<file path="src/rtl/plic_multi_target.sv">
// Multi-context PLIC core: level/edge gateways per source, priority/threshold
// arbitration per target, and claim/complete handling with in-service tracking.
module plic_multi_target #(
   parameter int                 SRC_CNT   = 32,
   parameter int                 SRC_W     = 6,
   parameter int                 PRIO_W    = 3,
   parameter int                 TGT_CNT   = 2,
   parameter logic [SRC_CNT-1:0] EDGE_MASK = '0
) (
   input  logic                            clk,
   input  logic                            rst,
   input  logic [SRC_CNT-1:0]              irq_src_i,
   input  logic [TGT_CNT-1:0][SRC_CNT-1:0] ie_i,
   input  logic [SRC_CNT-1:0][PRIO_W-1:0]  prio_i,
   input  logic [TGT_CNT-1:0][PRIO_W-1:0]  th_i,
   input  logic [TGT_CNT-1:0]              claim_req_i,
   output logic [TGT_CNT-1:0]              claim_valid_o,
   output logic [TGT_CNT-1:0][SRC_W-1:0]   claim_id_o,
   input  logic [TGT_CNT-1:0]              complete_req_i,
   input  logic [TGT_CNT-1:0][SRC_W-1:0]   complete_id_i,
   output logic [TGT_CNT-1:0]              irq_req_o,
   output logic [TGT_CNT-1:0][SRC_W-1:0]   irq_idx_o,
   output logic [SRC_CNT-1:0]              pending_o
);

   logic [SRC_CNT-1:0]            r_pending;
   logic [SRC_CNT-1:0]            r_in_service;
   logic [SRC_CNT-1:0]            r_prev;
   logic [TGT_CNT-1:0]            r_irq_req;
   logic [TGT_CNT-1:0][SRC_W-1:0] r_irq_idx;
   logic [TGT_CNT-1:0]            r_claim_valid;
   logic [TGT_CNT-1:0][SRC_W-1:0] r_claim_id;

   logic [SRC_CNT-1:0]            w_gw_set;
   logic [SRC_CNT-1:0]            w_claim_clr;
   logic [SRC_CNT-1:0]            w_cmpl_clr;
   logic [TGT_CNT-1:0]            w_grant;
   logic [TGT_CNT-1:0]            w_best_req;
   logic [TGT_CNT-1:0][SRC_W-1:0] w_best_id;

   // Edge sources only fire when the previous sample was low; busy sources drop the request.
   assign w_gw_set = irq_src_i & ~(r_prev & EDGE_MASK) & ~r_pending & ~r_in_service;

   // Per-target winner: strictly above threshold, highest priority, lowest ID on ties.
   always_comb begin
      logic [PRIO_W-1:0] v_prio;
      w_best_id  = '0;
      w_best_req = '0;
      v_prio     = '0;
      for (int t = 0; t < TGT_CNT; t++) begin
         v_prio = th_i[t];
         for (int i = 0; i < SRC_CNT; i++) begin
            if (r_pending[i] && ie_i[t][i] && (prio_i[i] > v_prio)) begin
               v_prio       = prio_i[i];
               w_best_id[t] = SRC_W'(i + 1);
            end else begin
               v_prio       = v_prio;
            end
         end
         w_best_req[t] = (w_best_id[t] != {SRC_W{1'b0}});
      end
   end

   // Claim grants: a lower-index target claiming the same ID in the same cycle blocks this one.
   always_comb begin
      logic v_blk;
      w_grant     = '0;
      w_claim_clr = '0;
      v_blk       = 1'b0;
      for (int t = 0; t < TGT_CNT; t++) begin
         v_blk = 1'b0;
         for (int u = 0; u < t; u++) begin
            if (claim_req_i[u] && (r_irq_idx[u] == r_irq_idx[t])) begin
               v_blk = 1'b1;
            end else begin
               v_blk = v_blk;
            end
         end
         for (int i = 0; i < SRC_CNT; i++) begin
            if (claim_req_i[t] && !v_blk && (r_irq_idx[t] == SRC_W'(i + 1)) && r_pending[i]) begin
               w_grant[t]     = 1'b1;
               w_claim_clr[i] = 1'b1;
            end else begin
               w_claim_clr[i] = w_claim_clr[i];
            end
         end
      end
   end

   // Completes clear in-service only for valid IDs that are actually in service.
   always_comb begin
      w_cmpl_clr = '0;
      for (int t = 0; t < TGT_CNT; t++) begin
         for (int i = 0; i < SRC_CNT; i++) begin
            if (complete_req_i[t] && (complete_id_i[t] == SRC_W'(i + 1)) && r_in_service[i]) begin
               w_cmpl_clr[i] = 1'b1;
            end else begin
               w_cmpl_clr[i] = w_cmpl_clr[i];
            end
         end
      end
   end

   // Gateway and in-service state; claims are only granted on pending sources so set/clear never collide.
   always_ff @(posedge clk or posedge rst) begin
      if (rst) begin
         r_prev       <= '0;
         r_pending    <= '0;
         r_in_service <= '0;
      end else begin
         r_prev       <= irq_src_i;
         r_pending    <= (r_pending | w_gw_set) & ~w_claim_clr;
         r_in_service <= (r_in_service | w_claim_clr) & ~w_cmpl_clr;
      end
   end

   // Registered arbitration results and claim responses.
   always_ff @(posedge clk or posedge rst) begin
      if (rst) begin
         r_irq_req     <= '0;
         r_irq_idx     <= '0;
         r_claim_valid <= '0;
         r_claim_id    <= '0;
      end else begin
         r_irq_req     <= w_best_req;
         r_irq_idx     <= w_best_id;
         r_claim_valid <= claim_req_i;
         for (int t = 0; t < TGT_CNT; t++) begin
            if (claim_req_i[t]) begin
               r_claim_id[t] <= w_grant[t] ? r_irq_idx[t] : {SRC_W{1'b0}};
            end
         end
      end
   end

   assign claim_valid_o = r_claim_valid;
   assign claim_id_o    = r_claim_id;
   assign irq_req_o     = r_irq_req;
   assign irq_idx_o     = r_irq_idx;
   assign pending_o     = r_pending;

endmodule
</file>
<file path="config.mk">
export PLATFORM = sky130hd
export DESIGN_NAME = plic_multi_target
export DESIGN_NICKNAME = d
export VERILOG_FILES = /design/src/rtl/plic_multi_target.sv
export SDC_FILE = /design/constraint.sdc
export NUM_CORES = 1
export LEC_CHECK = 0
export BUFFER_PORTS_ARGS = -buffer_cell sky130_fd_sc_hd__buf_2
export CAP_MARGIN = 20
export CORE_MARGIN = 5
export CORE_UTILIZATION = 58
export DETAILED_ROUTE_END_ITERATION = 10
export GPL_TIMING_DRIVEN = 0
export PLACE_DENSITY = 0.87
export SLEW_MARGIN = 20
export SYNTH_ARGS = -nofsm -noshare
export SYNTH_HDL_FRONTEND = slang
export SYNTH_SLANG_ARGS = --single-unit
</file>
<file path="constraint.sdc">
create_clock -name clk -period 47.7 [get_ports clk]
set_clock_uncertainty 0.15 [all_clocks]
set_input_delay 2.385 -clock clk [delete_from_list [all_inputs] [get_ports clk]]
set_output_delay 2.385 -clock clk [all_outputs]
set_load 0.02 [all_outputs]
</file>
==> qor.csv <==
metric;value;unit
reg2reg_slack;4.61;ns
first_iter_violations;2280;
synth_nets;2360;
drtAntennaViolNets;0;
synth-main-ff-cell;dfrtp_1;
die_y;166;µm
ys_async_sr_fraction;1.00;
timing.final.ws_setup;2.48;ns
cts_sinks;92;
grt_overflow_total;0;
firstDrtPassIters;7;
grt_util_all_layers;0.377;
hold_end;r_in_service[1];
core_area;24200;µm²
cp-end-kind;register;
instances_no_fill;2689;
dieArea;27700;µm²
yosys.area_share.simple;0.311;
placed_cells;2649;
final_cell_area;16700;µm²
final-hold-violation-count;0;
slew_viol_final;0;
viasPerCell;6.83;
whs;0.335;ns
ys_seq_area_frac;0.162;
period_share;0.948;
hold_class;reg -> reg;
maxCapViolations;0;
fmaxAchievable;0.0221;GHz
cts_root_buf;clkbuf_16;
syn_area_per_cell;6.86;µm²
postPlaceCellArea;15900;µm²
synth_xor_area_frac;0.00370;
netlist_instances;2068;
synthMuxAreaShare;0.0306;
slowest_delay;0.51;ns
pre_cts_slack;0.0175;ns
maxSlewHeadroom;0.443;
cpMaxStageDelayCell;or4_1;
synth-compound-area-share;0.358;
nNetsFinal;2646;
hp-start;r_in_service[1];
rr_worst_depth;207;
period_needed;45.22;ns
holdBufCountCts;0;
cts_max_path_buffers;2;
ios;276;
start_util;0.587;
cp.required;47.76;ns
num_rows;57;
grt_antenna_before_repair;8;
die_x;166;µm
status;finished, final reports clean;
vias;18354;
synthAdderAreaFrac;0.0762;
r2r-start;pending_o[0];
place_hpwl;45600;µm
wl_per_cell;21.1;µm
portBuffers;256;
worstHoldPathCells;1;
clk_latency;0.38;ns
grt_max_degree;48;
ir_drop;0.0000488;V
post-route-util;0.690;
tightest_slew;0.835;ns
drive_gt1_frac;0.188;
clkTransAtPathRegs;0.08;ns
numCtsBuffers;9;
timing.rr.end;irq_idx_o[10];
yosys.cell_types.count;112;
path_class;in -> reg;
ys_seq_elements;92;
synth_top_family_by_area;compound AO/OA/AOI/OAI gates;
finalSetupViolations;0;
final_common_cell;nand2_1;
p_leak;7.50;nW
startpoint_type;input pin;
yosysWarnings;0;
arrival;45.28;ns
grt_pass1_vias;16842;
syn2layout_area_growth;17.7;%
cts_tree;built;
gp_congestion;1.05;
htreeDepth;3;
power_density;67.6;nW/µm²
synth_edf_count;0;
post-route-drc-count;0;
drt-total-wl;56700;µm
layout_common_cells;282 x nand2_1, 268 x buf_2, 215 x nor2_1, 132 x o21ai_0, 125 x inv_1;
syn_area;14200;µm²
grt_pass1_wl;87100;µm
critPathMaxFanout;7;
[timing repair]
| action | CTS | global route |
|---|---|---|
| hold endpoints to repair | 0 | 0 |
| setup buffers | 0 | 18 |
| endpoints found under the setup margin | 0 | 14 |
| gates resized for setup | 0 | 63 |
[final cells by class]
| type | count | area (µm²) |
|---|---|---|
| Clock buffer | 9 | 225 |
| Antenna cell | 6 | 15.0 |
| Fill cell | 2113 | 7490 |
| Buffer | 90 | 360 |
| Timing Repair Buffer | 275 | 1440 |
| Tap cell | 324 | 405 |
| Clock inverter | 7 | 73.8 |
| Multi-Input combinational cell | 1759 | 11400 |
| Inverter | 127 | 479 |
| Sequential cell | 92 | 2300 |
[worst max-delay path, delay by kind of cell]
family,cells,cell delay [ns]
AOI/OAI and AO/OA,82,16.10
adders and majority gates,36,10.26
muxes,13,4.16
and+or+nand+nor,69,11.29
buffers and inverters,10,1.02
[state kept, by name, summed over array words and instances, names as in the netlist]
| register | count |
|---|---|
| irq_idx_o | 12 |
| claim_id_o | 12 |
| irq_req_o | 2 |
| pending_o | 32 |
| claim_valid_o | 2 |
| r_in_service | 32 |
[how the worst max path moves through the flow]
stage / from / endpoint / slack, ns / cells past startpoint
2_1_floorplan: th_i[5] / irq_req_o[1] / 5.78 / 209
3_3_place_gp: th_i[5] / irq_idx_o[10] / 0.91 / 209
3_5_place_dp: th_i[5] / irq_idx_o[10] / 0.02 / 209
4_1_cts: th_i[5] / irq_idx_o[10] / 0.24 / 209
5_1_grt: th_i[5] / irq_req_o[1] / -0.22 / 210
6_report: th_i[5] / irq_idx_o[10] / 2.48 / 210
[cells by family (layout without fill, tap and decap cells)]
| kind of cell | after synthesis | in the layout |
|---|---|---|
| compound gates | 713 | 713 |
| xor+xnor | 6 | 6 |
| fa+ha+maj | 89 | 89 |
| buf+inv | 217 | 508 |
| flops | 92 | 92 |
| mux | 38 | 38 |
| other cells | 0 | 6 |
| simple gates | 913 | 913 |
[synthesized netlist by cell type, types with 17 or more instances]
cell type,number,area (µm²)
nand2_1,283,1060
or3_1,20,125
a21oi_1,103,515
a211oi_1,21,158
clkbuf_1,72,270
and2_1,38,238
nand2b_1,30,188
a22oi_1,17,128
inv_1,126,473
a31oi_1,36,225
o21ai_0,135,676
nand4_1,23,144
mux2_2,18,203
or2_2,25,156
o221ai_1,42,368
dfrtp_1,92,2300
nor3_1,37,185
a21o_1,25,188
and3_1,50,313
o211ai_1,27,203
o31ai_1,24,180
nor2b_1,18,113
o22ai_1,53,332
nor2_1,218,818
nand3_1,109,546
ha_1,76,951
[routing by layer]
| metal | vias to the layer above | track usage | wire length (µm) |
|---|---|---|---|
| li1 | 8391 | - | - |
| met1 | 8473 | 0.487 | 21700 |
| met2 | 1253 | 0.619 | 25800 |
| met3 | 231 | 0.0643 | 6340 |
| met4 | 6 | 0.171 | 2850 |
| met5 | - | 0 | 41 |
[report_power, final]
group | internal, mW | switching (mW) | total [mW] | leakage [nW]
registers | 0.114 | 0.0352 | 0.149 | 1.06
logic | 0.346 | 0.559 | 0.905 | 6.30
clock network | 0.0372 | 0.0369 | 0.0741 | 0.148
[per-stage QoR]
step                total power, mW  setup TNS (ns)
finish                         1.13               0
floorplan                     0.743               0
global placement              0.952               0
CTS                            1.05               0
detailed placement            0.977               0
global route                   1.22           -1.36
Power figures use the tool's default switching activity.
